File: src/rtl/rv32i_wb_pkg.sv
`default_nettype none
// ============================================================================
// Module      : rv32i_wb_pkg
// Description : Shared Wishbone bus widths, arbiter mode and state encodings,
//               plus small index helpers used by the N-master arbiter.
// Revision    : 1.0 - initial N-master arbiter support
// ============================================================================
package rv32i_wb_pkg;

    localparam int WB_ADDR_WIDTH = 32;
    localparam int WB_DATA_WIDTH = 32;

    typedef enum logic {
        ARB_FIXED = 1'b0,
        ARB_RR    = 1'b1
    } arb_mode_e;

    typedef enum logic [1:0] {
        ST_IDLE  = 2'd0,
        ST_BUSY  = 2'd1,
        ST_ABORT = 2'd2
    } arb_state_e;

    // Width of an index into n items; never below one bit.
    function automatic int idx_width(input int n);
        return (n > 1) ? $clog2(n) : 1;
    endfunction

    // (base + k) modulo n, for 0 <= base < n and 0 < k <= n.
    function automatic int wrap_idx(input int base, input int k, input int n);
        int s;
        s = base + k;
        return (s >= n) ? (s - n) : s;
    endfunction

endpackage
`default_nettype wire

File: src/rtl/rv32i_rr_picker.sv
`default_nettype none
// ============================================================================
// Module      : rv32i_rr_picker
// Description : Rotating-priority request picker. Scans from i_ptr+1 upward,
//               wrapping, and returns the first set request as a one-hot
//               grant plus its index. With i_ptr tied to N-1 the scan starts
//               at 0, which gives plain lowest-index-wins priority.
// Ports       : i_req   [N]  request vector
//               i_ptr   [IW] index of the most recently served requester
//               o_gnt   [N]  one-hot winner, zero when no request
//               o_idx   [IW] index of the winner (0 when none)
//               o_valid      at least one request present
// Revision    : 1.0 - initial
// ============================================================================
module rv32i_rr_picker
    import rv32i_wb_pkg::*;
#(
    parameter int N  = 4,
    parameter int IW = idx_width(N)
) (
    input  logic [N-1:0]  i_req,
    input  logic [IW-1:0] i_ptr,
    output logic [N-1:0]  o_gnt,
    output logic [IW-1:0] o_idx,
    output logic          o_valid
);

    always_comb begin
        o_gnt   = '0;
        o_idx   = '0;
        o_valid = 1'b0;
        // k = N lands back on i_ptr itself, so the last-served master is
        // still eligible when nobody else is asking.
        for (int k = 1; k <= N; k++) begin
            if (!o_valid && i_req[wrap_idx(int'(i_ptr), k, N)]) begin
                o_valid = 1'b1;
                o_gnt[wrap_idx(int'(i_ptr), k, N)] = 1'b1;
                o_idx   = IW'(wrap_idx(int'(i_ptr), k, N));
            end
        end
    end

endmodule
`default_nettype wire

File: src/rtl/rv32i_wb_arbiter_n.sv
`default_nettype none
// ============================================================================
// Module      : rv32i_wb_arbiter_n
// Description : N-master pipelined Wishbone arbiter onto a single downstream
//               bus. Fixed-priority or round-robin selection, grant held for
//               the owner's whole CYC, per-grant stall/ack watchdog.
// Ports       : clk_i, rst_ni (async, active-low)
//               m_*_i / m_*_o : per-master Wishbone ports, master i at slice i
//               bus_*_o / bus_*_i : downstream Wishbone port
//               grant_o   : one-hot registered owner, zero when idle
//               timeout_o : one-cycle pulse when the watchdog aborts a grant
// Revision    : 1.0 - initial N-master version
// ============================================================================
module rv32i_wb_arbiter_n
    import rv32i_wb_pkg::*;
#(
    parameter int        N_MASTERS      = 4,
    parameter int        ADDR_WIDTH     = WB_ADDR_WIDTH,
    parameter int        DATA_WIDTH     = WB_DATA_WIDTH,
    parameter arb_mode_e ARB_MODE       = ARB_FIXED,
    parameter int        TIMEOUT_CYCLES = 256
) (
    input  logic                              clk_i,
    input  logic                              rst_ni,
    // masters
    input  logic [N_MASTERS-1:0]              m_cyc_i,
    input  logic [N_MASTERS-1:0]              m_stb_i,
    input  logic [N_MASTERS-1:0]              m_we_i,
    input  logic [N_MASTERS*DATA_WIDTH/8-1:0] m_sel_i,
    input  logic [N_MASTERS*ADDR_WIDTH-1:0]   m_adr_i,
    input  logic [N_MASTERS*DATA_WIDTH-1:0]   m_dat_i,
    output logic [DATA_WIDTH-1:0]             m_dat_o,
    output logic [N_MASTERS-1:0]              m_ack_o,
    output logic [N_MASTERS-1:0]              m_err_o,
    output logic [N_MASTERS-1:0]              m_stall_o,
    // downstream bus
    output logic                              bus_cyc_o,
    output logic                              bus_stb_o,
    output logic                              bus_we_o,
    output logic [DATA_WIDTH/8-1:0]           bus_sel_o,
    output logic [ADDR_WIDTH-1:0]             bus_adr_o,
    output logic [DATA_WIDTH-1:0]             bus_dat_o,
    input  logic [DATA_WIDTH-1:0]             bus_dat_i,
    input  logic                              bus_ack_i,
    input  logic                              bus_err_i,
    input  logic                              bus_stall_i,
    // status
    output logic [N_MASTERS-1:0]              grant_o,
    output logic                              timeout_o
);

    localparam int IW = idx_width(N_MASTERS);
    localparam int SW = DATA_WIDTH / 8;
    localparam int TW = (TIMEOUT_CYCLES > 0) ? $clog2(TIMEOUT_CYCLES + 1) : 1;

    localparam logic [TW-1:0] c_TMR_MAX = '1;

    // ------------------------------------------------------------------
    // State
    // ------------------------------------------------------------------
    arb_state_e           r_state, w_state_nxt;
    logic [N_MASTERS-1:0] r_grant, w_grant_nxt;
    logic [IW-1:0]        r_owner, w_owner_nxt;
    logic [IW-1:0]        r_rr_ptr, w_rr_ptr_nxt;
    logic [TW-1:0]        r_timer, w_timer_nxt;

    logic [N_MASTERS-1:0] w_req;
    logic [N_MASTERS-1:0] w_pick_gnt;
    logic [IW-1:0]        w_pick_idx;
    logic [IW-1:0]        w_pick_ptr;
    logic                 w_pick_valid;

    logic                  w_own_cyc;
    logic                  w_own_stb;
    logic                  w_own_we;
    logic [SW-1:0]         w_own_sel;
    logic [ADDR_WIDTH-1:0] w_own_adr;
    logic [DATA_WIDTH-1:0] w_own_dat;

    logic w_resp;
    logic w_wd_fire;

    assign w_req  = m_cyc_i & m_stb_i;
    assign w_resp = bus_ack_i | bus_err_i;

    // ------------------------------------------------------------------
    // Winner selection. Fixed priority reuses the rotating picker with
    // the pointer parked at N-1 so the scan always begins at master 0.
    // ------------------------------------------------------------------
    if (ARB_MODE == ARB_RR) begin : g_rr_ptr
        assign w_pick_ptr = r_rr_ptr;
    end else begin : g_fixed_ptr
        assign w_pick_ptr = IW'(N_MASTERS - 1);
    end

    rv32i_rr_picker #(
        .N  (N_MASTERS),
        .IW (IW)
    ) u_picker (
        .i_req   (w_req),
        .i_ptr   (w_pick_ptr),
        .o_gnt   (w_pick_gnt),
        .o_idx   (w_pick_idx),
        .o_valid (w_pick_valid)
    );

    // ------------------------------------------------------------------
    // Owner signal mux
    // ------------------------------------------------------------------
    always_comb begin
        w_own_cyc = 1'b0;
        w_own_stb = 1'b0;
        w_own_we  = 1'b0;
        w_own_sel = '0;
        w_own_adr = '0;
        w_own_dat = '0;
        for (int i = 0; i < N_MASTERS; i++) begin
            if (r_owner == IW'(i)) begin
                w_own_cyc = m_cyc_i[i];
                w_own_stb = m_stb_i[i];
                w_own_we  = m_we_i[i];
                w_own_sel = m_sel_i[i*SW +: SW];
                w_own_adr = m_adr_i[i*ADDR_WIDTH +: ADDR_WIDTH];
                w_own_dat = m_dat_i[i*DATA_WIDTH +: DATA_WIDTH];
            end
        end
    end

    // ------------------------------------------------------------------
    // Watchdog. A response in the firing cycle wins over the timeout, and
    // an owner releasing CYC ends the grant normally.
    // ------------------------------------------------------------------
    if (TIMEOUT_CYCLES > 0) begin : g_wd
        localparam logic [TW-1:0] c_TMO_LAST = TW'(TIMEOUT_CYCLES - 1);
        assign w_wd_fire = (r_state == ST_BUSY) && w_own_cyc && !w_resp &&
                           (r_timer == c_TMO_LAST);
    end else begin : g_no_wd
        assign w_wd_fire = 1'b0;
    end

    // ------------------------------------------------------------------
    // FSM: registers
    // ------------------------------------------------------------------
    always_ff @(posedge clk_i or negedge rst_ni) begin
        if (!rst_ni) begin
            r_state  <= ST_IDLE;
            r_grant  <= '0;
            r_owner  <= '0;
            r_rr_ptr <= IW'(N_MASTERS - 1);
            r_timer  <= '0;
        end else begin
            r_state  <= w_state_nxt;
            r_grant  <= w_grant_nxt;
            r_owner  <= w_owner_nxt;
            r_rr_ptr <= w_rr_ptr_nxt;
            r_timer  <= w_timer_nxt;
        end
    end

    // ------------------------------------------------------------------
    // FSM: next state
    // ------------------------------------------------------------------
    always_comb begin
        w_state_nxt  = r_state;
        w_grant_nxt  = r_grant;
        w_owner_nxt  = r_owner;
        w_rr_ptr_nxt = r_rr_ptr;
        w_timer_nxt  = '0;
        unique case (r_state)
            ST_IDLE: begin
                if (w_pick_valid) begin
                    w_state_nxt  = ST_BUSY;
                    w_grant_nxt  = w_pick_gnt;
                    w_owner_nxt  = w_pick_idx;
                    w_rr_ptr_nxt = w_pick_idx;
                end
            end
            ST_BUSY: begin
                if (!w_own_cyc) begin
                    w_state_nxt = ST_IDLE;
                    w_grant_nxt = '0;
                end else if (w_wd_fire) begin
                    w_state_nxt = ST_ABORT;
                end else if (!w_resp) begin
                    w_timer_nxt = (r_timer == c_TMR_MAX) ? r_timer : r_timer + 1'b1;
                end
            end
            ST_ABORT: begin
                w_state_nxt = ST_IDLE;
                w_grant_nxt = '0;
            end
            default: begin
                w_state_nxt = ST_IDLE;
                w_grant_nxt = '0;
            end
        endcase
    end

    // ------------------------------------------------------------------
    // Outputs. Responses reach the owner only while BUSY, so stray acks
    // in IDLE/ABORT are dropped.
    // ------------------------------------------------------------------
    always_comb begin
        bus_cyc_o = 1'b0;
        bus_stb_o = 1'b0;
        bus_we_o  = 1'b0;
        bus_sel_o = '0;
        bus_adr_o = '0;
        bus_dat_o = '0;
        m_ack_o   = '0;
        m_err_o   = '0;
        m_stall_o = w_req;
        timeout_o = 1'b0;
        unique case (r_state)
            ST_BUSY: begin
                bus_cyc_o = w_own_cyc;
                bus_stb_o = w_own_stb;
                bus_we_o  = w_own_we;
                bus_sel_o = w_own_sel;
                bus_adr_o = w_own_adr;
                bus_dat_o = w_own_dat;
                m_ack_o   = r_grant & {N_MASTERS{bus_ack_i}};
                m_err_o   = r_grant & {N_MASTERS{bus_err_i}};
                m_stall_o = (w_req & ~r_grant) | (r_grant & {N_MASTERS{bus_stall_i}});
            end
            ST_ABORT: begin
                m_err_o   = r_grant;
                timeout_o = 1'b1;
            end
            default: begin
            end
        endcase
    end

    assign m_dat_o = bus_dat_i;
    assign grant_o = r_grant;

    // ------------------------------------------------------------------
    // Invariants
    // ------------------------------------------------------------------
    a_grant_onehot0: assert property (@(posedge clk_i) disable iff (!rst_ni)
        $onehot0(grant_o));
    a_resp_onehot0: assert property (@(posedge clk_i) disable iff (!rst_ni)
        $onehot0(m_ack_o | m_err_o));
    a_cyc_has_owner: assert property (@(posedge clk_i) disable iff (!rst_ni)
        bus_cyc_o |-> (grant_o != '0));

endmodule
`default_nettype wire

File: config.mk
export PLATFORM = sky130hd
export DESIGN_NAME = rv32i_wb_arbiter_n
export DESIGN_NICKNAME = d
export VERILOG_FILES = /design/src/rtl/rv32i_wb_pkg.sv /design/src/rtl/rv32i_rr_picker.sv /design/src/rtl/rv32i_wb_arbiter_n.sv
export SDC_FILE = /design/constraint.sdc
export NUM_CORES = 1
export LEC_CHECK = 0
export CAP_MARGIN = 30
export CORE_AREA = 3 3 172 174
export DETAILED_ROUTE_END_ITERATION = 16
export DIE_AREA = 0 0 175 177
export GPL_TIMING_DRIVEN = 0
export SLEW_MARGIN = 30
export SYNTH_ARGS = -nofsm -noshare
export SYNTH_HDL_FRONTEND = slang
export SYNTH_SLANG_ARGS = --single-unit
File: constraint.sdc
create_clock -name clk_i -period 1.89 [get_ports clk_i]
set_input_delay 0.189 -clock clk_i [delete_from_list [all_inputs] [get_ports clk_i]]
set_output_delay 0.189 -clock clk_i [all_outputs]
set_load 0.005 [all_outputs]
# After elaboration in Yosys (flattened, before gate mapping)
# Cells that the tools add are included.
dict set report classes {
  n_addsub 1
  eq_ne 11
  n_mux 57
  n_bitwise 8
  reduce_logical 15
}
# cell n
set ops {}
lappend ops {{$mux 32} 10}
lappend ops {{$mux 9} 5}
lappend ops {{$mux 4} 10}
lappend ops {{$mux 1} 22}
lappend ops {{$and 4x4->4} 5}
lappend ops {{$pmux 4 s2} 2}
lappend ops {{$mux 2} 6}
lappend ops {{$add 9x1->9 const B} 1}
lappend ops {{$eq 9x8->1 const B} 1}
lappend ops {{$eq 9x9->1 const B} 1}
lappend ops {{$eq 2x2->1 const B} 3}
lappend ops {{$logic_and 1x1->1} 6}
lappend ops {{$reduce_and 2->1} 3}
lappend ops {{$ne 5x5->1 const B} 1}
lappend ops {{$eq 2x1->1 const B} 2}
lappend ops {{$logic_not 1->1} 4}
lappend ops {{$logic_not 2->1} 2}
lappend ops {{$not 4->4} 1}
lappend ops {{$or 4x4->4} 1}
lappend ops {{$pmux 2 s2} 1}
lappend ops {{$mux 3} 1}
lappend ops {{$ne 3x3->1 const B} 1}
lappend ops {{$ne 2x1->1 const B} 1}
lappend ops {{$ne 2x2->1 const B} 1}
lappend ops {{$or 1x1->1} 1}
dict set report word_totals {
  ff_bits 17
  in_bits 321
  output_inout_bits 120
  word_cells 96
}

# Longest topological paths before layout
# Gate-level depths: netlist of the first run.
dict set report logic_depth {
  ltp_word 13
  ltp_mapped 8
  mapped_depth_nobuf 8
}

# Hierarchy
# From an unflattened synthesis of the first run, not the netlist that was laid out.
dict set report hier_totals {
  cells_unflattened 382
  area_unflattened_um2 4040.1
}
# module n_inst cells_per_inst area_per_inst_um2 seq_area_each_um2
set modules_own_cells {}
lappend modules_own_cells {rv32i_wb_arbiter_n 1 302 3403.3 425.4}
lappend modules_own_cells {rv32i_rr_picker 1 80 636.9 0.0}

# Worst setup path before layout of the first run
# OpenSTA, ideal clock, no wires.
dict set report synth_path {
  kind {register -> register}
  start {register r_state[1]}
  end {register r_timer[0]}
  setup_ns 0.071
  t_arrival_ns 1.593
  t_required_ns 1.819
  slack_ns 0.226
  path_stages_with_launch 8
  n_path_buf 1
  synth_period_minus_slack_ns 1.664
  path_cell_list {dfrtp_1 inv_1 ha_1 nand2_1 o22a_2 or4_1 buf_2 nor2_1}
}
dict set report synth_via {
  elab_chain_len 7
  elab_cells_between_ends 8
  cone_classes {2 x eq/ne; 3 x mux; 3 x reduce/logical}
}
# item line
set synth_lines {}
lappend synth_lines {{start: declaration} rv32i_wb_arbiter_n.sv:61} ;# arb_state_e r_state, w_state_nxt;
lappend synth_lines {{start signal: assignment} rv32i_wb_arbiter_n.sv:152} ;# r_state <= w_state_nxt;
lappend synth_lines {{$eq 2x1->1 *} {rv32i_wb_arbiter_n.sv:135, rv32i_wb_arbiter_n.sv:169}}
lappend synth_lines {{$logic_and 1x1->1 (3 in a row)} rv32i_wb_arbiter_n.sv:135} ;# assign w_wd_fire = (r_state == ST_BUSY) && w_own_cyc && !w_resp &&
lappend synth_lines {{$mux 9} rv32i_wb_arbiter_n.sv:182} ;# end else if (w_wd_fire) begin
lappend synth_lines {{$mux 9} rv32i_wb_arbiter_n.sv:179} ;# if (!w_own_cyc) begin
lappend synth_lines {{$mux 9} rv32i_wb_arbiter_n.sv:169} ;# unique case (r_state)
lappend synth_lines {{end signal: assignment} rv32i_wb_arbiter_n.sv:156} ;# r_timer <= w_timer_nxt;
lappend synth_lines {{end: declaration} rv32i_wb_arbiter_n.sv:65} ;# logic [TW-1:0] r_timer, w_timer_nxt;
# Mark *: on every way between the ends. The rest lies on a longest branch, timed or not.
# A chain may end at the register's enable or synchronous reset.

# Final worst setup path of the first run
dict set report layout_path {
  start {register r_owner[0]}
  end {output bus_dat_o[24]}
}
dict set report layout_via {
  elab_chain_len 6
  elab_cells_between_ends 9
  cone_classes {3 x eq/ne; 5 x mux; 1 x reduce/logical}
}
# item line
set layout_lines {}
lappend layout_lines {{start: declaration} rv32i_wb_arbiter_n.sv:63} ;# logic [IW-1:0] r_owner, w_owner_nxt;
lappend layout_lines {{start signal: assignment} rv32i_wb_arbiter_n.sv:154} ;# r_owner <= w_owner_nxt;
lappend layout_lines {{$logic_not 2->1} rv32i_wb_arbiter_n.sv:118} ;# if (r_owner == IW'(i)) begin
lappend layout_lines {{$mux 32 (3 in a row)} rv32i_wb_arbiter_n.sv:118}
lappend layout_lines {{$mux 32 *} rv32i_wb_arbiter_n.sv:118}
lappend layout_lines {{$mux 32 *} rv32i_wb_arbiter_n.sv:214} ;# unique case (r_state)
lappend layout_lines {{end: declaration} rv32i_wb_arbiter_n.sv:42} ;# output logic [DATA_WIDTH-1:0] bus_dat_o,
# Marked as above.

==> flow_summary.yaml, run 1 <==
die:
  ios: 441
  core_area_um2: 27900
  rows: 61
  die_w_um: 175
  start_util_pct: 12.1
  die_h_um: 177
  dieArea_um2: 31000
global_routing:
  grtUsageMet1_pct: 18.1
  top_usage_layer: "met2"
  grt_pass1_wl_um: 32800
  grtUsageMet3_pct: 2.96
  grt.overflow.total: 0
  gr-usage-met2_pct: 25.1
  grt_pass1_vias: 4764
  antenna_found_initial: 1
  grt_max_degree: 18
  grtUsageTotal_pct: 13.9
status:
  failed_checks: "negative setup slack"
  outcome: "complete, but fails checks"
cts:
  clk-insertion-delay-late_ps: 250
  clkSinkCount: 17
  root_buffer: "clkbuf_16"
  ctsHoldBuffers: 0
  clk_pin_slew_worst_paths_ps: 50
  numCtsBuffers: 3
  htree_levels: 1
  cts_buffer_depth: 2
  cts_tree: "done"
synthesis:
  ys_seq_elements: 17
  yosys.cell_types.count: 31
  ys_top_cells_by_count: "and2_1, mux4_2, buf_4, dfrtp_1, clkbuf_1"
  yosys_warnings: 0
  synth_edf_count: 0
  seq_area_frac_synth_pct: 12.6
  synth_area_leaders: "mux4_2, and2_1, dfrtp_1"
  syn_inst: 310
  dominantRegCellSynth: "dfrtp_1"
  avgSynthCellArea_um2: 10.9
  async_flop_share_pct: 100
  synth_nets: 637
  yosysMostFrequentCell: "and2_1"
  syn-cell-area_um2: 3380
  synth_area_leader_cell: "mux4_2"
  synthDominantCellAreaShare_pct: 46.6
sta:
  final-hold-violation-count: 0
  relSlewSlack_pct: 44.4
  drv_slew: 0
  timing.hold.ws_ps: 422
  fin_crit_sh_pct: 113
  max_freq_ghz: 0.468
  final.setup.tns_ps: -8490
  period_needed_ps: 2140
  setup_violations: 74
  worst_slew_pin_slew_ps: 831
  layout_setup_ws_ps: -247
  rsz0062_at_grt: "true"
  fin_skew_ps: 1.86
final_layout:
  multi_input_area_um2: 2810
  syn_to_final_growth_pct: 171
  fin_nets: 1120
  final-seq-area_um2: 427
  final_layout_size_suffix_gt1_share_pct: 45.8
  fillers: 2888
place:
  port-buffer-count: 408
  hpwl_um: 19700
  place_congestion: 0.827
critical_path:
  worstPathRequired_ps: 1700
  crit_fanout: 6
  start_kind: "flop"
  reg2reg_depth: 8
  rr_startpoint: "r_owner[0]"
  r2r-end: "r_timer[0]"
  critPathArrivalTime_ps: 1950
  slowest_delay_ps: 510
  end_kind: "output port"
  crit_path_cell_trace: "buf_12, buf_8, buf_12, buf_6, mux4_2, and2_4, buf_6"
  critPathBufInv: 5
  reg2reg_slack_ps: -90
  critPathTopFamily: "buffers and inverters"
  critPathKind: "reg -> out"
  cpMaxStageDelayCell: "mux4_2"
  worstSetupStartpoint: "r_owner[0]"
pwr:
  power_mw: 10.5
  powerDensity_nw_per_um2: 1140
  ir_drop_mv: 0.586
  p_leak_nw: 3.79
flow_run:
  max-cap-violations: 0
detailed_routing:
  wl_per_cell_um: 20.9
  dr.pass1.iters: 5
  ant_nets: 0
  routed_via_density: 3.95
  wl_um: 24500
  drt_iter0_drc: 180
  vias: 4630
  drc: 0
worst_hold_path:
  hold_path.class: "in -> async"
## cell families after synthesis
family                     count (synthesis)  synth area share (%)
and+or+nand+nor                          120                  20.3
buffers and inverters                     64                  11.1
muxes                                     73                  47.5
AOI/OAI and AO/OA                         23                  4.55
DFF                                       17                  12.6
xor gates and xnor gates                   7                  1.81
adders and majority gates                  6                  2.22
## worst max path at each step
| stage | cells past startpoint | to | slack [ps] |
|---|---|---|---|
| floorplan | 7 | r_timer[0] | 230 |
| global placement | 6 | bus_adr_o[28] | -1260 |
| detailed placement | 5 | bus_sel_o[2] | -920 |
| CTS | 5 | bus_adr_o[15] | -430 |
| global route | 7 | bus_dat_o[24] | -290 |
| finish | 7 | bus_dat_o[24] | -250 |
## cell usage in the layout (no fill, tap or decap), drive strengths merged
cell type / count
clkdlybuf4s50: 325
buf: 175
and2: 74
mux4: 70
clkbuf: 35
dfrtp: 17
nand2: 13
nor2: 12
a21oi: 11
nand3: 6
ha: 6
and3: 5
xor2: 5
inv: 5
dlygate4sd2: 4
nand4: 3
a31o: 3
mux2i: 3
o2bb2ai: 3
nor2b: 3
or4: 2
a31oi: 2
xnor2: 2
diode: 1
nand2b: 1
o22a: 1
nor3b: 1
a222oi: 1
o21ai: 1
a2bb2oi: 1
and3b: 1
clkinv: 1
## metal layers
layer	share of wire, %	vias to the layer above
li1	-	2118
met1	40	2282
met2	53	223
met3	7.4	5
met4	0.10	2
met5	0.049	-
## flip-flops by register name (all words and copies together) (netlist names)
| register | flops |
|---|---|
| r_timer | 9 |
| grant_o | 4 |
| r_owner | 2 |
| r_state | 2 |
## through the flow
stage	util, %	worst slack (ps)	cells	instance area (um^2)
global placement	28.4	-1260	1096	7940
finish	32.8	-247	1171	9160
floorplan	-	226	310	3380
CTS	31.2	-427	1140	8720
detailed placement	28.4	-917	1096	7940
global route	32.8	-294	1170	9160
## area by class of cell
type                       instances  area share (%)
tap                              378            5.16
clock inverter                     1          0.0546
antenna                            1          0.0273
clock buffer                       3           0.819
multi-input combinational        230            30.7
timing repair buffer             482            52.9
sequential                        17            4.66
buffer                            54            5.44
inverter                           5           0.205
## worst register-to-register path: cells and delay by family, from the launching register on
family / cells / cell delay [ps]
and+or+nand+nor: 2 / 630
buffers and inverters: 4 / 510
DFF: 1 / 430
muxes: 1 / 120
AOI/OAI and AO/OA: 1 / 220
## report_power, final
group	internal (mW)	total, mW	leakage (nW)	switching (mW)
registers	0.432	0.520	0.227	0.0887
logic	6.17	9.52	3.52	3.34
clock network	0.283	0.423	0.0409	0.140
total	6.89	10.5	3.79	3.57
## repair_timing
action / CTS / global route
cloned: 5 / 3
pin swaps: 31 / 20
setup buffers: 35 / 39
endpoints found under the setup margin: 83 / 87
gates resized for setup: 426 / 135
No activity file was read; power rests on OpenSTA's default activity.
==> run 2, diff against run 1 <==
Settings changed: CTS_CLUSTER_SIZE set to 16, REMOVE_ABC_BUFFERS set to 1.
==> run 2 against run 1 <==
  * The flow still finishes with violations (negative setup slack)
  * Register-to-register slack got worse by 30 ps
  * Clock power down 0.9%
  * Hold slack worse by 44 ps
  * Power decreased by 1.2%
  * Via count fell by 6.8%
  * Die area unchanged
  * Global-route usage grew 0.14 points
  * Largest cell class unchanged
  * Count of clock-buffer cells in the layout up 1
  * Largest power group unchanged
==> flow_summary.yaml, run 2 (same netlist as run 1, synthesis figures left out) <==
final_layout:
  largest_reg_flops: 9
  design_area_um2: 8550
  top_register: "r_timer"
  antennaDiodeCount: 0
  mostFrequentLayoutCells: "clkdlybuf4s50_1, mux4_2, buf_6"
  fin_nets: 1034
  final_common_cell: "clkdlybuf4s50_1"
  final_layout_size_suffix_gt1_share_pct: 41.6
  multi_input_area_um2: 2790
  fin_cells: 1084
  syn_to_final_growth_pct: 153
  fillers: 2916
  final-seq-area_um2: 433
detailed_routing:
  drc: 0
  dr.pass1.iters: 5
  ant_nets: 0
  wl_per_cell_um: 21.5
  wl_um: 23300
  routed_via_density: 3.98
  drt_iter0_drc: 124
  vias: 4316
sta:
  final.setup.tns_ps: -11750
  fin_crit_sh_pct: 115
  period_needed_ps: 2180
  fin_skew_ps: 1.69
  rsz0062_at_grt: "true"
  timing.hold.ws_ps: 378
  layout_setup_ws_ps: -291
  setup_violations: 80
  max_freq_ghz: 0.458
  final-hold-violation-count: 0
  drv_slew: 0
  worst_slew_pin_slew_ps: 778
  relSlewSlack_pct: 48.0
global_routing:
  antenna_found_initial: 1
  grt_max_degree: 37
  grt_pass1_wl_um: 32200
  grt_pass1_vias: 4542
  grtUsageTotal_pct: 14.1
  grt.overflow.total: 0
critical_path:
  critPathBufInv: 5
  critPathKind: "reg -> out"
  cp_common_cell: "buf_12"
  slowest_delay_ps: 500
  rr_startpoint: "r_owner[0]"
  worstPathRequired_ps: 1700
  critPathArrivalTime_ps: 1990
  cpMaxStageDelayCell: "dfrtp_4"
  start_kind: "flop"
  end_kind: "output port"
  crit_path_cell_trace: "buf_12, buf_12, buf_16, buf_12, mux4_2, and2_4, buf_6"
  crit_fanout: 6
  critPathTopFamily: "buffers and inverters"
  worstSetupStartpoint: "r_owner[0]"
pwr:
  ir_drop_mv: 0.677
  powerDensity_nw_per_um2: 1210
  power_mw: 10.3
  p_leak_nw: 3.43
place:
  port-buffer-count: 376
  place_congestion: 0.789
  placedInstanceArea_um2: 7370
  place_inst: 1009
  hpwl_um: 17600
worst_hold_path:
  hold_start: "bus_dat_i[8]"
  hold_path.class: "in -> out"
status:
  outcome: "complete, but fails checks"
  failed_checks: "negative setup slack"
die:
  ios: 441
  start_util_pct: 12.1
  rows: 61
  die_h_um: 177
  core_area_um2: 27900
  die_w_um: 175
  dieArea_um2: 31000
cts:
  root_buffer: "clkbuf_16"
  ctsHoldBuffers: 0
  clkSinkCount: 17
  clk-insertion-delay-late_ps: 240
  clk_pin_slew_worst_paths_ps: 50
  cts_tree: "done"
  cts_buffer_depth: 2
  numCtsBuffers: 3
  htree_levels: 1
flow_run:
  max-cap-violations: 0
[run 2: cell count changes in the layout (fill, tap and decap cells not counted), sizes merged]
| cell | change |
|---|---|
| buf | -28 |
| clkbuf | -29 |
| clkdlybuf4s15 | +3 |
| clkdlybuf4s50 | -32 |
| clkinv | -1 |
| diode | -1 |
| dlygate4sd2 | +1 |
[run 2: cell type report]
cell class                 instances  share of cell area [%]
tap                              378                    5.53
multi-input combinational        230                    32.6
sequential                        17                    5.06
timing repair buffer             450                    55.7
inverter                           5                   0.219
clock buffer                       4                   0.921
[run 2: per-stage QoR]
stage	utilization (%)	setup slack (ps)
global route	30.6	-332
finish	30.6	-291
floorplan	-	-2230
CTS	30.0	-300
detailed placement	26.4	-598
global placement	26.0	-3610
[run 2: worst paths after layout]
kind / to / slack, ps / cells past startpoint
setup / recovery: bus_adr_o[24] / -290 / 7
hold / removal: m_dat_o[8] / 380 / 0
setup reg to reg: r_timer[2] / -120 / 7
hold reg to reg: r_timer[7] / 570 / 2
max in group asynchronous: r_owner[0] / 920 / 1
min in group asynchronous: grant_o[3] / 400 / 1
[run 2: repair_timing]
action,4_1_cts,5_1_grt
setup buffers,57,12
setup endpoints to repair,97,92
cloned,10,0
pin swaps,76,8
gates resized for setup,405,74
[run 2: report_power, final]
group | switching, mW | internal (mW) | total (mW)
Clock | 0.133 | 0.286 | 0.419
Combinational | 3.26 | 6.09 | 9.35
Sequential | 0.114 | 0.445 | 0.559
Total | 3.51 | 6.82 | 10.3
[run 2: routing by layer]
metal  wire length [um]  global-route usage [%]  part of all wire (%)
met5                 13                       0                 0.056
met4                 44                   0.432                  0.19
met1               9870                    18.7                    42
met3               2190                    5.02                   9.4
met2              11200                    23.3                    48
[run 2: worst reg2reg max path, cell delays in order (launching register included)]
cell     delay (ps)
dfrtp_4         500
buf_12          150
buf_4           160
mux2i_2         150
o22a_2          240
buf_6           130
or4_4           490
nor2_4          130
